[src/rtl/perf_mon_pkg.sv]
// Shared types and default widths for the bus performance monitor window scheduler.
package perf_mon_pkg;

  localparam int WIN_WIDTH_DEF = 32;
  localparam int NUM_WIDTH_DEF = 16;

  typedef enum logic [2:0] {
    IDLE  = 3'd0,
    CLEAR = 3'd1,
    RUN   = 3'd2,
    SNAP  = 3'd3,
    DONE  = 3'd4
  } state_t;

  // Sized for the default widths; instances must not exceed them.
  typedef struct packed {
    logic [NUM_WIDTH_DEF-1:0] idx;
    logic [WIN_WIDTH_DEF-1:0] len;
    logic                     partial;
  } snap_info_t;

endpackage

[src/rtl/perf_win_timer.sv]
// Window timer: loadable down-counter with zero flag, plus an elapsed-cycle up-counter.
module perf_win_timer
  import perf_mon_pkg::*;
#(
  parameter int WIN_WIDTH = WIN_WIDTH_DEF
) (
  input  logic                 clk_i,
  input  logic                 rst_i,
  input  logic                 load_i,
  input  logic [WIN_WIDTH-1:0] load_val_i,
  input  logic                 run_i,
  output logic                 zero_o,
  output logic [WIN_WIDTH-1:0] elapsed_o
);

  logic [WIN_WIDTH-1:0] timer_q;
  logic [WIN_WIDTH-1:0] elapsed_q;

  always_ff @(posedge clk_i) begin
    if (rst_i) begin
      timer_q   <= '0;
      elapsed_q <= '0;
    end else if (load_i) begin
      timer_q   <= load_val_i;
      elapsed_q <= '0;
    end else if (run_i) begin
      elapsed_q <= elapsed_q + WIN_WIDTH'(1);
      if (timer_q != '0) timer_q <= timer_q - WIN_WIDTH'(1);
    end
  end

  assign zero_o    = (timer_q == '0);
  assign elapsed_o = elapsed_q;

endmodule

[src/rtl/perf_window_ctrl.sv]
// Sampling-window scheduler: clear, count for win_len cycles, request a snapshot, repeat.
//   state | meaning
//   IDLE  | waiting for start
//   CLEAR | one-cycle counter clear, timer load
//   RUN   | counters enabled, timer running
//   SNAP  | snapshot request held until accepted
//   DONE  | one cycle, raises irq
module perf_window_ctrl
  import perf_mon_pkg::*;
#(
  parameter int WIN_WIDTH = WIN_WIDTH_DEF,
  parameter int NUM_WIDTH = NUM_WIDTH_DEF
) (
  input  logic                 clk_i,
  input  logic                 rst_i,
  input  logic                 cfg_start_i,
  input  logic                 cfg_stop_i,
  input  logic [WIN_WIDTH-1:0] cfg_win_len_i,
  input  logic [NUM_WIDTH-1:0] cfg_num_win_i,
  output logic                 cnt_en_o,
  output logic                 cnt_clr_o,
  output logic                 snap_valid_o,
  input  logic                 snap_ready_i,
  output logic [NUM_WIDTH-1:0] snap_idx_o,
  output logic [WIN_WIDTH-1:0] snap_len_o,
  output logic                 snap_partial_o,
  output logic                 busy_o,
  output logic                 cfg_err_o,
  output logic                 irq_o,
  input  logic                 irq_clr_i
);

  state_t               state_q, state_d;
  logic [NUM_WIDTH-1:0] win_idx_q, win_idx_d;
  logic                 stop_pend_q, stop_pend_d;
  logic [WIN_WIDTH-1:0] win_len_q;
  logic [NUM_WIDTH-1:0] num_win_q;
  snap_info_t           snap_q, snap_d;
  logic                 latch_cfg;
  logic                 tmr_load, tmr_run, tmr_zero;
  logic [WIN_WIDTH-1:0] tmr_elapsed;
  logic                 err_set, irq_set;
  logic                 stop_now, last_win;
  logic                 en_q, clr_q, valid_q, busy_q, err_q, irq_q;

  perf_win_timer #(
    .WIN_WIDTH(WIN_WIDTH)
  ) u_timer (
    .clk_i     (clk_i),
    .rst_i     (rst_i),
    .load_i    (tmr_load),
    .load_val_i(win_len_q - WIN_WIDTH'(1)),
    .run_i     (tmr_run),
    .zero_o    (tmr_zero),
    .elapsed_o (tmr_elapsed)
  );

  assign stop_now = stop_pend_q | cfg_stop_i;
  assign last_win = (num_win_q != '0) && (win_idx_q == num_win_q - NUM_WIDTH'(1));

  always_comb begin
    state_d     = state_q;
    win_idx_d   = win_idx_q;
    stop_pend_d = stop_pend_q;
    snap_d      = snap_q;
    latch_cfg   = 1'b0;
    tmr_load    = 1'b0;
    tmr_run     = 1'b0;
    err_set     = 1'b0;

    case (state_q)
      IDLE: begin
        // Stop in the same cycle as start cancels the start outright.
        if (cfg_start_i && !cfg_stop_i) begin
          if (cfg_win_len_i != '0) begin
            latch_cfg   = 1'b1;
            win_idx_d   = '0;
            stop_pend_d = 1'b0;
            state_d     = CLEAR;
          end else begin
            err_set = 1'b1;
          end
        end
      end
      CLEAR: begin
        tmr_load    = 1'b1;
        stop_pend_d = stop_now;
        state_d     = stop_now ? DONE : RUN;
      end
      RUN: begin
        tmr_run = 1'b1;
        if (cfg_stop_i) stop_pend_d = 1'b1;
        if (tmr_zero || cfg_stop_i) begin
          state_d        = SNAP;
          snap_d.idx     = NUM_WIDTH_DEF'(win_idx_q);
          snap_d.len     = WIN_WIDTH_DEF'(tmr_elapsed + WIN_WIDTH'(1));
          snap_d.partial = cfg_stop_i && !tmr_zero;
        end
      end
      SNAP: begin
        if (cfg_stop_i) stop_pend_d = 1'b1;
        if (snap_ready_i) begin
          if (stop_now || last_win) begin
            state_d = DONE;
          end else begin
            win_idx_d = win_idx_q + NUM_WIDTH'(1);
            state_d   = CLEAR;
          end
        end
      end
      DONE: state_d = IDLE;
      default: state_d = IDLE;
    endcase

    irq_set = (state_d == DONE);
  end

  always_ff @(posedge clk_i) begin
    if (rst_i) begin
      state_q     <= IDLE;
      win_idx_q   <= '0;
      stop_pend_q <= 1'b0;
      win_len_q   <= '0;
      num_win_q   <= '0;
      snap_q      <= '0;
      en_q        <= 1'b0;
      clr_q       <= 1'b0;
      valid_q     <= 1'b0;
      busy_q      <= 1'b0;
      err_q       <= 1'b0;
      irq_q       <= 1'b0;
    end else begin
      state_q     <= state_d;
      win_idx_q   <= win_idx_d;
      stop_pend_q <= stop_pend_d;
      snap_q      <= snap_d;
      if (latch_cfg) begin
        win_len_q <= cfg_win_len_i;
        num_win_q <= cfg_num_win_i;
      end
      en_q    <= (state_d == RUN);
      clr_q   <= (state_d == CLEAR);
      valid_q <= (state_d == SNAP);
      busy_q  <= (state_d != IDLE);
      // A set landing together with irq_clr_i takes priority.
      if (err_set)        err_q <= 1'b1;
      else if (irq_clr_i) err_q <= 1'b0;
      if (irq_set)        irq_q <= 1'b1;
      else if (irq_clr_i) irq_q <= 1'b0;
    end
  end

  assign cnt_en_o       = en_q;
  assign cnt_clr_o      = clr_q;
  assign snap_valid_o   = valid_q;
  assign snap_idx_o     = snap_q.idx[NUM_WIDTH-1:0];
  assign snap_len_o     = snap_q.len[WIN_WIDTH-1:0];
  assign snap_partial_o = snap_q.partial;
  assign busy_o         = busy_q;
  assign cfg_err_o      = err_q;
  assign irq_o          = irq_q;

endmodule

[config.mk]
export PLATFORM = sky130hd
export DESIGN_NAME = perf_window_ctrl
export DESIGN_NICKNAME = d
export VERILOG_FILES = /design/src/rtl/perf_mon_pkg.sv /design/src/rtl/perf_win_timer.sv /design/src/rtl/perf_window_ctrl.sv
export SDC_FILE = /design/constraint.sdc
export NUM_CORES = 1
export LEC_CHECK = 0
export ABC_AREA = 1
export BUFFER_PORTS_ARGS = -buffer_cell sky130_fd_sc_hd__buf_2
export CAP_MARGIN = 20
export CORE_MARGIN = 2
export CORE_UTILIZATION = 65
export CTS_CLUSTER_SIZE = 14
export DETAILED_ROUTE_END_ITERATION = 8
export PLACE_DENSITY = 0.92
export SLEW_MARGIN = 5
export SYNTH_ARGS = -nofsm -noshare
export SYNTH_HDL_FRONTEND = slang
export SYNTH_HIERARCHICAL = 1
export SYNTH_SLANG_ARGS = --single-unit
export TNS_END_PERCENT = 1
[constraint.sdc]
create_clock -name clk_i -period 3.83 [get_ports clk_i]
set_clock_uncertainty 0.1 [all_clocks]
set_input_delay 0.5745 -clock clk_i [delete_from_list [all_inputs] [get_ports clk_i]]
set_output_delay 0.5745 -clock clk_i [all_outputs]
set_load 0.05 [all_outputs]
==> flow_metrics.env, run 1 <==
export IMPL_ys_seq_elements=187
export IMPL_reg2reg_to="snap_len_o[22]"
export IMPL_cts_hold_fix_buffers=0
export IMPL_die_w_um=134
export IMPL_muxShareOfSynthArea=0
export IMPL_crit_cells=12
export IMPL_placedInstanceArea_um2=11600
export IMPL_final_fill_count=1267
export IMPL_outcome="finished, final reports clean"
export IMPL_synth_xor_area_share=0.0766
export IMPL_wl_per_cell_um=15.2
export IMPL_layout_nets=1831
export IMPL_clkLatencyLatePin_ns=0.45
export IMPL_cts_root_buf="clkbuf_16"
export IMPL_setup_viol=0
export IMPL_crit_buf_inv=5
export IMPL_vias=11396
export IMPL_max_cap_violations=0
export IMPL_drtPass1Iterations=6
export IMPL_cts_made_buffers=17
export IMPL_finalHoldViolCount=0
export IMPL_synth_top_family_by_area="simple AND/OR/NAND/NOR gates"
export IMPL_worstSetupStartpoint="u_timer/timer_q[17]"
export IMPL_drc=0
export IMPL_synth_seq_area_share=0.341
export IMPL_syn_instance_count=1689
export IMPL_cp_max_fo=36
export IMPL_final_max_slew_violation_count=0
export IMPL_final_cell_area_um2=12200
export IMPL_gp_congestion=1.02
export IMPL_hold_path_class="in -> reg"
export IMPL_yosys_area_share_simple=0.373
export IMPL_grt_pass1_wl_um=50400
export IMPL_timing_worst_setup_path_type="reg -> reg"
export IMPL_viasPerCell=5.68
export IMPL_synth_compound_area_frac=0.115
export IMPL_antenna_found_initial=1
export IMPL_ant_nets=0
export IMPL_cts_htree_levels=4
export IMPL_r2r_start="u_timer/timer_q[17]"
export IMPL_ios=109
export IMPL_ir_drop_uv=424
export IMPL_grt_max_degree=73
export IMPL_worst_slew_pin_slew_ns=1.02
export IMPL_start_kind="register"
export IMPL_rows=47
export IMPL_reg2reg_setup_slack_ns=0.83
export IMPL_dieArea_um2=17900
export IMPL_fmax_mhz=334
export IMPL_yosys_cell_types_count=49
export IMPL_clock_sinks=187
export IMPL_min_period_over_period=0.782
export IMPL_coreArea_um2=16500
export IMPL_areaGrowthSynthToFinish_pct=11.0
export IMPL_overflow=0
export IMPL_worst_path_largest_cell_delay_ns=0.43
export IMPL_layout_drive_gt1_share=0.129
export IMPL_cellLeakagePower_nw=5.54
export IMPL_dpl_hpwl_um=21800
export IMPL_rsz0062_at_grt="no"
export IMPL_clock_path_buffers=2
export IMPL_crit_arrival_ns=3.24
export IMPL_cp_cell_sequence="nor2_1 > nand2_1 > nor2_1 > inv_1 > nor3_1 > o21ai_2 > buf_4 > inv_2 > buf_4 > o21ai_0 > o221ai_1 > inv_1"
export IMPL_port_buffers=108
export IMPL_crit_family="simple AND/OR/NAND/NOR gates"
export IMPL_start_util=0.664
export IMPL_cts_tree="done"
export IMPL_synthAdderAreaFrac=0.00684
export IMPL_powerDensity_nw_per_um2=487
export IMPL_syn_area_um2=11000
export IMPL_max_slew_margin_rel=0.321
export IMPL_timing_setup_tns_ns=0
export IMPL_synth_warnings=6
export IMPL_cts_clk_slew_worst_paths_ns=0.08
export IMPL_layout_commonest_cell="nor2_1"
export IMPL_routed_wl_um=30500
export IMPL_syn_nets=1749
export IMPL_min_period_ns=3.00
export IMPL_fp_dieH_um=134
export IMPL_r2r_cells=12
export IMPL_post_cts_buffers=0
export IMPL_endpoint_kind="register"
export IMPL_slowest_stage="nor3_1"
export IMPL_most_common_layout_cells="nor2_1 (354), nand2_1 (321), dfxtp_1 (187)"
export IMPL_grt_pass1_vias=10607
export IMPL_post_cts_resized=0
export IMPL_crit_required_ns=4.07
export IMPL_drt_iter0_markers=1204
export IMPL_synth_avg_cell_area_um2=6.50
export IMPL_gr_usage_all_layers=0.343
export IMPL_crit_end="snap_len_o[22]"
## how the worst min path moves through the flow
stage	from	endpoint	depth (start not counted)
2_1_floorplan	win_len_q[4]	win_len_q[4]	2
3_3_place_gp	u_timer/timer_q[0]	u_timer/timer_q[0]	2
3_5_place_dp	u_timer/timer_q[0]	u_timer/timer_q[0]	2
4_1_cts	cfg_num_win_i[10]	num_win_q[10]	3
5_1_grt	cfg_num_win_i[10]	num_win_q[10]	3
6_report	cfg_num_win_i[8]	num_win_q[8]	3
## cells by family after synthesis
kind of cell               after synthesis
and+or+nand+nor                        931
buffers and inverters                  236
AOI/OAI and AO/OA                      233
DFF                                    187
xor gates and xnor gates                96
adders and majority gates                6
## flip-flops by register name (all words and copies together), names as in the netlist, 3 cells and up
name and cells:
win_idx_q 16, state_q 3, snap_len_o 32, snap_idx_o 16, u_timer/elapsed_o 32, u_timer/timer_q 32
win_len_q 32, num_win_q 16
## power breakdown
group	switching [mW]	total, mW	internal, mW
clock network	0.876	1.75	0.871
logic	1.34	1.99	0.647
registers	0.137	2.20	2.07
total	2.36	5.94	3.58
## metrics by stage
step	utilization	instances	hold slack [ns]	power [mW]	setup WS (ns)
floorplan	-	1689	0.341	3.75	1.51
global placement	0.703	1972	0.353	4.11	0.939
detailed placement	0.703	1972	0.355	4.16	0.864
CTS	0.737	2004	0.283	5.89	0.918
global route	0.738	2005	0.306	6.26	0.540
finish	0.738	2005	0.283	5.94	0.833
## per-layer routing
metal / global-route usage / routed length, um
met1: 0.437 / 12500
met2: 0.588 / 14800
met5: 0 / 0
met3: 0.0522 / 2330
met4: 0.132 / 986
## tightest hold or removal path, stage by stage
cell and delay, ns:
buf_2 0.07, o21ai_0 0.07, nor2_1 0.08
## synthesized netlist by cell type (all sizes together)
master | instances | area, um^2
inv | 179 | 672
xor2 | 64 | 561
o221ai | 2 | 17.5
a21o | 1 | 7.51
and3 | 2 | 12.5
o211ai | 2 | 15.0
nand4 | 24 | 150
nor4 | 11 | 83.8
ha | 6 | 75.1
nor2 | 373 | 1480
clkinv | 1 | 3.75
xnor2 | 32 | 280
dfxtp | 187 | 3740
clkbuf | 34 | 128
nor3b | 2 | 15.0
a31oi | 4 | 25.0
a211oi | 9 | 67.6
or3 | 1 | 6.26
a211o | 1 | 8.76
o21a | 2 | 15.0
nand3 | 116 | 606
buf | 22 | 150
o21ai | 120 | 601
nand2 | 345 | 1380
nand3b | 11 | 82.6
o21bai | 3 | 22.5
o41ai | 1 | 8.76
or2 | 5 | 31.3
a21oi | 88 | 478
nor3 | 41 | 248
## final cells by class
type	count	area, um^2	area share
Tap cell	220	275	0.0226
Inverter	180	676	0.0554
Clock buffer	18	429	0.0352
Sequential cell	187	3740	0.307
Clock inverter	14	148	0.0121
Multi-Input combinational cell	1266	6290	0.516
Timing Repair Buffer	119	623	0.0511
Antenna cell	1	2.50	0.000205
No activity file was read; power rests on OpenSTA's default activity.
==> run 2: changes to the inputs <==
--- a/config.mk
+++ b/config.mk
@@ -9,10 +9,10 @@
 export BUFFER_PORTS_ARGS = -buffer_cell sky130_fd_sc_hd__buf_2
 export CAP_MARGIN = 20
 export CORE_MARGIN = 2
-export CORE_UTILIZATION = 65
+export CORE_UTILIZATION = 60
 export CTS_CLUSTER_SIZE = 14
 export DETAILED_ROUTE_END_ITERATION = 8
-export PLACE_DENSITY = 0.92
+export PLACE_DENSITY = 0.86
 export SLEW_MARGIN = 5
 export SYNTH_ARGS = -nofsm -noshare
 export SYNTH_HDL_FRONTEND = slang
==> constraint.sdc (replaced) <==
create_clock -name clk_i -period 2.9 [get_ports clk_i]
set_clock_uncertainty 0.1 [all_clocks]
set_input_delay 0.435 -clock clk_i [delete_from_list [all_inputs] [get_ports clk_i]]
set_output_delay 0.435 -clock clk_i [all_outputs]
set_load 0.05 [all_outputs]
==> run 2 against run 1 <==
Sequential share of layout area shrank 0.21 points. Global-route usage shrank 3.7 points. Clock-buffer cell count shrank 1. Hold slack lost 0.14 ns. Highest routed layer unchanged.
==> flow_metrics.env, run 2 (synthesized netlist as in run 1, its figures left out) <==
export IMPL_overflow=0
export IMPL_cts_hold_fix_buffers=0
export IMPL_slowest_stage="dfxtp_1"
export IMPL_areaGrowthSynthToFinish_pct=11.8
export IMPL_gp_congestion=0.950
export IMPL_viasPerCell=5.65
export IMPL_rsz0062_at_grt="no"
export IMPL_p_sw_mw=3.10
export IMPL_worst_slew_pin_slew_ns=0.929
export IMPL_layout_commonest_cell="nor2_1"
export IMPL_cts_root_buf="clkbuf_16"
export IMPL_internal_power_mw=4.75
export IMPL_final_max_slew_violation_count=0
export IMPL_max_slew_margin_rel=0.381
export IMPL_fmax_mhz=376
export IMPL_start_kind="register"
export IMPL_dieArea_um2=19400
export IMPL_port_buffers=108
export IMPL_post_cts_buffers=0
export IMPL_cp_cell_sequence="inv_1 > nand2_1 > nor2_1 > nand2_1 > nor3_4 > nand3_1 > nor2_1 > nand2_2 > nor4_4 > xor2_1 > nor2_1 > nor2_1 > nand2_1 > a21oi_1"
export IMPL_cellLeakagePower_nw=5.58
export IMPL_grt_pass1_wl_um=49400
export IMPL_start_util=0.611
export IMPL_placedInstanceArea_um2=11700
export IMPL_dpl_hpwl_um=21900
export IMPL_cpMostUsedCell="nor2_1"
export IMPL_hold_path_class="in -> reg"
export IMPL_drc=0
export IMPL_ant_nets=0
export IMPL_coreArea_um2=18000
export IMPL_layout_nets=1837
export IMPL_wl_per_cell_um=15.0
export IMPL_most_common_layout_cells="nor2_1 (354), nand2_1 (321), dfxtp_1 (186)"
export IMPL_final_cell_area_um2=12300
export IMPL_drtPass1Iterations=6
export IMPL_cp_max_fo=4
export IMPL_crit_required_ns=3.17
export IMPL_min_period_ns=2.66
export IMPL_cts_made_buffers=17
export IMPL_clock_path_buffers=2
export IMPL_finalHoldViolCount=0
export IMPL_setup_viol=0
export IMPL_layout_drive_gt1_share=0.134
export IMPL_max_cap_violations=0
export IMPL_worst_path_largest_cell_delay_ns=0.34
export IMPL_ios=109
export IMPL_whs_ns=0.141
export IMPL_timing_worst_setup_path_type="reg -> reg"
export IMPL_grt_max_degree=54
export IMPL_die_w_um=139
export IMPL_rows=49
export IMPL_outcome="finished, final reports clean"
export IMPL_p_comb_frac=0.335
export IMPL_swShare=0.394
export IMPL_cts_tree="done"
export IMPL_vias=11411
export IMPL_dp_worst_setup_slack_ns=0.0900
export IMPL_drt_iter0_markers=1167
export IMPL_timing_setup_tns_ns=0
export IMPL_p_seq_frac=0.370
export IMPL_ir_drop_uv=547
export IMPL_clock_sinks=187
export IMPL_grt_pass1_vias=10529
export IMPL_clkPwrFrac=0.295
export IMPL_endpoint_kind="register"
export IMPL_min_period_over_period=0.916
export IMPL_cts_htree_levels=4
export IMPL_routed_wl_um=30200
export IMPL_gr_usage_all_layers=0.307
export IMPL_powerDensity_nw_per_um2=640
export IMPL_diodes=0
export IMPL_setup_slack_ns=0.243
export IMPL_antenna_found_initial=0
export IMPL_crit_arrival_ns=2.93
export IMPL_clkLatencyLatePin_ns=0.45
export IMPL_fp_dieH_um=139
export IMPL_cts_clk_slew_worst_paths_ns=0.07
export IMPL_post_cts_resized=0
## run 2: worst max-delay path: cells and delay by family (launching register included)
| kind | cells | cell delay [ns] |
|---|---|---|
| simple gates | 11 | 1.70 |
| xor+xnor | 1 | 0.23 |
| buf+inv | 1 | 0.08 |
| flops | 1 | 0.34 |
| compound gates | 1 | 0.13 |
## run 2: final cells by class
cell class / instances / area, um^2
clock inverter: 15 / 154
fill: 1540 / 5690
inverter: 180 / 676
tap: 229 / 287
timing repair buffer: 125 / 693
sequential: 187 / 3740
clock buffer: 17 / 425
multi-input combinational: 1266 / 6300
## run 2: path summary, 6_finish.rpt
kind | cells past startpoint | to | slack [ns] | start
setup / recovery | 14 | u_timer/timer_q[29] | 0.24 | win_len_q[3]
setup reg to reg | 14 | u_timer/timer_q[29] | 0.24 | win_len_q[3]
hold / removal | 3 | num_win_q[10] | 0.14 | cfg_num_win_i[10]
hold reg to reg | 2 | u_timer/timer_q[0] | 0.37 | u_timer/timer_q[0]
## run 2: per-stage QoR
| step | cells | power [mW] | utilization |
|---|---|---|---|
| detailed placement | 1987 | 5.52 | 0.651 |
| finish | 2019 | 7.85 | 0.683 |
| CTS | 2019 | 7.81 | 0.683 |
| floorplan | 1689 | 4.96 | - |
| global route | 2019 | 8.28 | 0.683 |
| global placement | 1987 | 5.45 | 0.651 |
## run 2: power by group through the flow
stage	Clock, mW	Combinational (mW)	Sequential [mW]
2_1_floorplan	0	1.93	3.03
3_3_place_gp	0	2.49	2.95
3_5_place_dp	0	2.56	2.96
4_1_cts	2.32	2.59	2.90
5_1_grt	2.42	2.93	2.93
6_report	2.32	2.63	2.91
## run 2: routing by layer
metal,routed length (um),vias to the layer above,track usage
met5,0,-,0
met4,1050,0,0.135
met3,2510,82,0.0496
met2,14000,527,0.505
met1,12600,5219,0.398
li1,-,5583,-
